`src/rtl/shift_latch_chain.sv`:
```
// shift_latch_chain: 595-style serial-in/parallel-out shift register with a separate output latch.
// Button-level strobes are synchronised, debounced and edge-detected on the system clock.
module shift_latch_chain #(
    parameter int unsigned       WIDTH      = 8,
    parameter logic [19:0]       DEB_CYCLES = 20'd1000,
    parameter logic [WIDTH-1:0]  RESET_VAL  = '1,
    parameter bit                AUTO_LATCH = 1'b0,
    parameter bit                STROBE_NEG = 1'b1
) (
    input  logic                         clk,
    input  logic                         rst_n,
    input  logic                         ser,
    input  logic                         sck,
    input  logic                         rck,
    input  logic                         mr_n,
    input  logic                         oe_n,
    input  logic                         dir,
    output logic [WIDTH-1:0]             data,
    output logic                         qs,
    output logic [$clog2(WIDTH+1)-1:0]   cnt,
    output logic                         full,
    output logic                         latched
);

    localparam int unsigned CW    = $clog2(WIDTH + 1);
    localparam int unsigned NIN   = 4;
    localparam int unsigned DW    = 20;
    localparam int unsigned I_SER = 0;
    localparam int unsigned I_SCK = 1;
    localparam int unsigned I_RCK = 2;
    localparam int unsigned I_MR  = 3;

    // Input conditioning state, one lane per button input
    logic [NIN-1:0] pin_c;
    logic [NIN-1:0] sync1;
    logic [NIN-1:0] sync2;
    logic [NIN-1:0] stable;
    logic [NIN-1:0] stable_n;
    logic [NIN-1:0] differ_c;
    logic [NIN-1:0] accept_c;
    logic [DW-1:0]  dcnt   [NIN];
    logic [DW-1:0]  dcnt_n [NIN];

    // Core state
    logic [WIDTH-1:0] sreg;
    logic [WIDTH-1:0] sreg_n;
    logic [WIDTH-1:0] lreg;
    logic [WIDTH-1:0] lreg_n;
    logic [WIDTH-1:0] shifted_c;
    logic [CW-1:0]    cnt_n;
    logic             pend;
    logic             pend_n;
    logic             edge_lvl_c;
    logic             shift_c;
    logic             rck_c;
    logic             clear_c;
    logic             latch_c;

    assign pin_c      = {mr_n, rck, sck, ser};
    assign edge_lvl_c = ~STROBE_NEG;

    // Debounce: stable level follows the synced level after it has differed long enough
    always_comb begin
        differ_c = '0;
        accept_c = '0;
        stable_n = stable;
        for (int i = 0; i < NIN; i++) begin
            dcnt_n[i]   = '0;
            differ_c[i] = (sync2[i] != stable[i]);
            accept_c[i] = differ_c[i] && (dcnt[i] >= DEB_CYCLES);
            if (accept_c[i]) begin
                stable_n[i] = sync2[i];
            end
            if (differ_c[i] && !accept_c[i]) begin
                dcnt_n[i] = dcnt[i] + DW'(1);
            end
        end
    end

    // Synchroniser, debounce counters and stable levels; idle level is 1
    always_ff @(posedge clk or negedge rst_n) begin
        if (!rst_n) begin
            sync1  <= '1;
            sync2  <= '1;
            stable <= '1;
            for (int i = 0; i < NIN; i++) begin
                dcnt[i] <= '0;
            end
        end else begin
            sync1  <= pin_c;
            sync2  <= sync1;
            stable <= stable_n;
            for (int i = 0; i < NIN; i++) begin
                dcnt[i] <= dcnt_n[i];
            end
        end
    end

    // Strobe decode: a pulse is the accepted stable transition of the chosen polarity
    assign shift_c   = accept_c[I_SCK] && (sync2[I_SCK] == edge_lvl_c);
    assign rck_c     = accept_c[I_RCK] && (sync2[I_RCK] == edge_lvl_c);
    assign clear_c   = ~stable[I_MR];
    assign latch_c   = rck_c || (AUTO_LATCH && pend);
    assign shifted_c = dir ? {sreg[WIDTH-2:0], stable[I_SER]}
                           : {stable[I_SER], sreg[WIDTH-1:1]};

    // Next-state: latch takes the pre-update word; clear beats shift
    always_comb begin
        sreg_n = sreg;
        lreg_n = lreg;
        cnt_n  = cnt;
        pend_n = 1'b0;
        if (latch_c) begin
            lreg_n = sreg;
            cnt_n  = '0;
        end
        if (clear_c) begin
            sreg_n = RESET_VAL;
            cnt_n  = '0;
        end else if (shift_c) begin
            sreg_n = shifted_c;
            if (latch_c) begin
                cnt_n = CW'(1);
            end else if (cnt != CW'(WIDTH)) begin
                cnt_n = cnt + CW'(1);
            end
            pend_n = AUTO_LATCH && !latch_c && (cnt == CW'(WIDTH - 1));
        end
    end

    // Shift/latch registers and registered status outputs
    always_ff @(posedge clk or negedge rst_n) begin
        if (!rst_n) begin
            sreg    <= RESET_VAL;
            lreg    <= RESET_VAL;
            cnt     <= '0;
            full    <= 1'b0;
            pend    <= 1'b0;
            latched <= 1'b0;
        end else begin
            sreg    <= sreg_n;
            lreg    <= lreg_n;
            cnt     <= cnt_n;
            full    <= (cnt_n == CW'(WIDTH));
            pend    <= pend_n;
            latched <= latch_c;
        end
    end

    // Output enable blanks to the reset word; cascade bit follows shift direction
    assign data = oe_n ? RESET_VAL : lreg;
    assign qs   = dir ? sreg[WIDTH-1] : sreg[0];

endmodule

```
`config.mk`:
```
export PLATFORM = sky130hd
export DESIGN_NAME = shift_latch_chain
export DESIGN_NICKNAME = d
export VERILOG_FILES = /design/src/rtl/shift_latch_chain.sv
export SDC_FILE = /design/constraint.sdc
export NUM_CORES = 1
export LEC_CHECK = 0
export BUFFER_PORTS_ARGS = -buffer_cell sky130_fd_sc_hd__buf_2
export CORE_MARGIN = 2
export CORE_UTILIZATION = 65
export DETAILED_ROUTE_END_ITERATION = 7
export GPL_ROUTABILITY_DRIVEN = 1
export PLACE_DENSITY = 0.84
export SLEW_MARGIN = 15
export SYNTH_ARGS = -nofsm -noshare
export SYNTH_HDL_FRONTEND = slang
export SYNTH_SLANG_ARGS = --single-unit
```
`constraint.sdc`:
```
create_clock -name clk -period 3.27 [get_ports clk]
set_input_delay 0.327 -clock clk [delete_from_list [all_inputs] [get_ports clk]]
set_output_delay 0.327 -clock clk [all_outputs]
set_load 0.005 [all_outputs]
```
**Word level (Yosys, flattened, before mapping)**

Cells that the tools add are included.

- Add/subtract/negate cells: 5
- Bitwise operators: 2
- Reduce and logical (&&, ||, !) cells: 14
- Muxes and demuxes: 14
- $lt $le $gt $ge: 4
- Equal/unequal tests: 7

Operators by type and width:

| operator | number |
|---|---|
| 20-bit by 1-bit adder with 20-bit output (second input constant) | 4 |
| 20-bit by 10-bit >= comparator with 1-bit output (second input constant) | 4 |
| 20-bit 2-to-1 mux | 4 |
| 8-bit 2-to-1 mux | 4 |
| 4-bit 2-to-1 mux | 5 |
| 1-bit logical AND | 10 |
| 4-bit by 1-bit adder with 4-bit output (second input constant) | 1 |
| 4-bit == test (second input constant) | 1 |
| 1-bit zero test | 4 |
| 1-bit inequality test | 4 |
| 4-bit inequality test (second input constant) | 1 |
| 2-bit by 1-bit inequality test with 1-bit output (second input constant) | 1 |
| 1-bit inverter | 2 |
| 1-bit 2-to-1 mux | 1 |

- Output and inout bits: 15
- Bits of input ports: 8
- Word-level logic and storage cells: 61
- Register bits after elaboration: 114

**Depth between registers and ports, before layout**

- Word-level depth: 9
- Depth in mapped cells: 7
- Depth with buffers taken out: 7

**Worst setup path before layout**

OpenSTA, ideal clock, no wires.

- Kind: register -> register
- Start: reg dcnt[32] (netlist name)
- End: reg full
- Setup time: 0.068 ns
- Path buffers: 1
- Arrival: 1.457 ns
- Cell stages (with the launch flop): 8
- Period minus slack after synthesis: 1.525 ns
- Setup slack: 1.745 ns
- Data required time: 3.202 ns
- Path through: dfrtp_1 -> nor4_2 -> nand3_1 -> o21ai_2 -> buf_2 -> nand2_2 -> a21oi_2 -> and4_1

- Word-level cells in the longest chain between the ends: 9

Ends and longest elaborated chain:

| element | line | source |
|---|---|---|
| start, declared | 41 | `logic [DW-1:0] dcnt [NIN];` |
| start signal, assigned by index | 94 | `dcnt[i] <= dcnt_n[i];` |
| 20-bit by 10-bit >= comparator with 1-bit output (*) | 70 | `accept_c[i] = differ_c[i] && (dcnt[i] >= DEB_CYCLES);` |
| 1-bit logical AND (*) | 70 |  |
| 1-bit logical AND (*) | 101 | `assign rck_c = accept_c[I_RCK] && (sync2[I_RCK] == edge_lvl_c);` |
| 4-bit 2-to-1 mux | 113 | `if (latch_c) begin` |
| 4-bit 2-to-1 mux | 124 | `end else if (cnt != CW'(WIDTH)) begin` |
| 4-bit 2-to-1 mux | 122 | `if (latch_c) begin` |
| 4-bit 2-to-1 mux (*) | 120 | `end else if (shift_c) begin` |
| 4-bit 2-to-1 mux (*) | 117 | `if (clear_c) begin` |
| net cnt_n[3] | 50 | `logic [CW-1:0] cnt_n;` |
| 4-bit == test (*) | 144 | `full <= (cnt_n == CW'(WIDTH));` |
| end signal, assigned | 144 |  |
| end, declared | 21 | `output logic full,` |

The timed path passes the listed nets; every way through them passes the cells marked *.
A chain may end at the register's enable or synchronous reset.

**Worst setup path in the final report**

- Start: reg dcnt[59] (netlist name)
- End: reg full

- Word-level cells in the longest chain between the ends: 6

Ends and longest elaborated chain:

| element | line | source |
|---|---|---|
| 20-bit by 10-bit >= comparator with 1-bit output | 70 |  |
| 1-bit logical AND | 70 |  |
| 1-bit logical AND | 100 | `assign shift_c = accept_c[I_SCK] && (sync2[I_SCK] == edge_lvl_c);` |
| 4-bit 2-to-1 mux | 120 |  |
| 4-bit 2-to-1 mux | 117 |  |
| net cnt_n[3] | 50 |  |
| 4-bit == test | 144 |  |

The timed path passes the listed nets, and every way through them passes these cells.

==> results.yml <==
outcome:
  status: "finished, final reports clean"
setup_path:
  worst_ep_arrival_time_ns: 2.64
  crit_type: "flop to flop"
  worst-path-max-fanout: 23
  worstPathRequired_ns: 3.71
  end_kind: "flop"
  cp-start-kind: "flop"
placed_design:
  io_buffers: 22
  pre_cts_ws_ns: 1.10
  dp_hpwl_mm: 4.59
  place_congestion: 0.779
clocking:
  path_clk_slew_ns: 0.05
  post_cts_buffers: 0
  cts_buffer_depth: 2
  post_cts_resized: 0
  cts_buffers: 17
  clkSinkCount: 114
  cts_tree: "yes"
  cts_root_buf: "clkbuf_8"
  h-tree-depth: 4
  cts-hold-fix-buffers: 5
  insertion_delay_ns: 0.51
timing:
  rsz0062_at_grt: "false"
  tns_ns: 0
  fmax_mhz: 456
  final.period_utilization: 0.671
  fin_crit_ns: 2.20
  timing.final.ws_setup_ns: 1.07
  slew_headroom: 0.458
  final_max_slew_viol_count: 0
  worst_pin_slew_ns: 0.812
  finalHoldViolations: 0
  fin_worst_skew_ns: 0.00653
  finalSetupViolations: 0
synthesis:
  synth_common_cells: "86 x dfrtp_1, 57 x nor2_1, 43 x nand2_1"
  post-synth-top-count-cell: "dfrtp_1"
  ys_seq_area_frac: 0.648
  yosysUniqueCellTypes: 38
  synth-edff-count: 0
  yosys_warnings: 0
  avgSynthCellArea_um2: 11.8
  yosysTopAreaCell: "dfrtp_1"
  synth_top_area_frac: 0.483
  syn_area_um2: 4460
  ys.flop_type: "dfrtp_1"
  synth-seq-cells: 114
  synth_area_leaders: "dfrtp_1 48%, dfstp_2 17%, nor2_1 4.8%"
  syn-instance-count: 378
  synthArstFlopShare: 1.00
route:
  avgRoutedWirePerCell_um: 13.7
  dr.pass1.iters: 4
  drc: 0
  drt_wl_total_mm: 7.57
  vias_per_cell: 5.08
  vias: 2798
  postRouteAntennaNets: 0
  drt_iter0_drc: 127
flow_run:
  drv_cap: 0
grt:
  grt-ovfl-total: 0
  grt_pass1_wl_mm: 13.0
  grt_usage: 0.234
  antenna_found_initial: 0
  grt_max_degree: 70
  grt_pass1_vias: 2882
power:
  p_leak_nw: 2.50
  power_mw: 3.65
  irDropWorstVdd_uv: 451
  power.density_nw_per_um2: 663
hold_path:
  hp-class: "input pin to flop"
floorplan:
  pin_count: 23
  rows: 30
  die_h_um: 86.8
  die_w_um: 86.8
  core_um2: 6720
  start_util: 0.664
  dieArea_um2: 7540
finish:
  nets: 476
  n_antenna_cell: 0
  area_delta_synth_final_pct: 23.5
  drive_gt1_frac: 0.217
  n_fill_cell: 390
path summary, 6_finish.rpt:
check                           slack, ns  depth (start not counted)        to      from
worst max-delay path                 1.07                          6      full  dcnt[59]
worst min-delay path                 0.28                          3   sreg[1]       dir
worst max register to register       1.07                          6      full  dcnt[59]
worst min register to register       0.36                          0  sync2[1]  sync1[1]
max in group asynchronous            2.02                          3  sync2[0]     rst_n
min in group asynchronous            0.47                          2  dcnt[23]     rst_n
worst max-delay path, stage by stage (launching register included):
cell     delay [ns]
dfrtp_1        0.36
nor4_1         0.29
nand3_1        0.15
o21ai_2        0.65
o21ai_0        0.26
a21oi_2        0.22
and4_1         0.21
layer usage:
| layer | global-route usage | part of all wire | vias up |
|---|---|---|---|
| li1 | - | - | 1372 |
| met1 | 0.275 | 0.42 | 1378 |
| met2 | 0.384 | 0.53 | 42 |
| met3 | 0.107 | 0.038 | 6 |
| met4 | 0.0739 | 0.0070 | 0 |
| met5 | 0 | 0 | - |
through the flow:
step / hold slack [ns] / std cells / utilization / area (µm²)
finish: 0.284 / 551 / 0.819 / 5510
detailed placement: 0.347 / 514 / 0.716 / 4810
CTS: 0.258 / 551 / 0.819 / 5510
floorplan: 0.0314 / 417 / - / 4600
global route: 0.298 / 551 / 0.819 / 5510
global placement: 0.346 / 514 / 0.716 / 4810
sequential cells by signal, summed over array words and instances (netlist names), 4 cells and up:
signal and cells:
sync1 4, stable 4, lreg 8, dcnt 80
sreg 8, cnt 4, sync2 4
report_power, final:
group | switching (mW) | internal [mW] | total [mW]
clock | 0.603 | 1.40 | 2.01
sequential | 0.0302 | 1.49 | 1.52
combinational | 0.0751 | 0.0495 | 0.125
layout by cell type, fill, tap and decap left out, drive strengths merged:
cell / n
a21oi: 4
a31oi: 1
and3: 9
and4: 1
buf: 23
bufinv: 6
clkbuf: 21
clkinv: 5
clkinvlp: 1
conb: 40
dfrtp: 86
dfstp: 28
dlygate4sd3: 5
ha: 10
inv: 15
mux2: 5
mux2i: 10
nand2: 45
nand2b: 1
nand3: 20
nand3b: 1
nand4: 3
nor2: 57
nor2b: 3
nor3: 1
nor4: 8
o2111ai: 1
o211ai: 8
o21ai: 7
o21ba: 1
o221ai: 1
or2: 8
or2b: 1
or3: 2
xnor2: 15
xor2: 18
layout make-up:
class,count,area (µm²),area share
Sequential cell,114,2890,0.525
Clock inverter,11,208,0.0377
Timing Repair Buffer,28,183,0.0332
Inverter,16,60.1,0.0109
Tap cell,80,100,0.0182
Multi-Input combinational cell,281,1630,0.296
Clock buffer,21,439,0.0798
kinds of logic after synthesis:
kind of cell	count (synthesis)	share of synthesized area
other	1	0.000841
AOI/OAI and AO/OA	23	0.0359
buffers and inverters	22	0.0199
muxes	15	0.0351
DFF	114	0.648
adders and majority gates	10	0.0281
and+or+nand+nor	160	0.168
xor gates and xnor gates	33	0.0648
No activity file was read; power rests on OpenSTA's default activity.
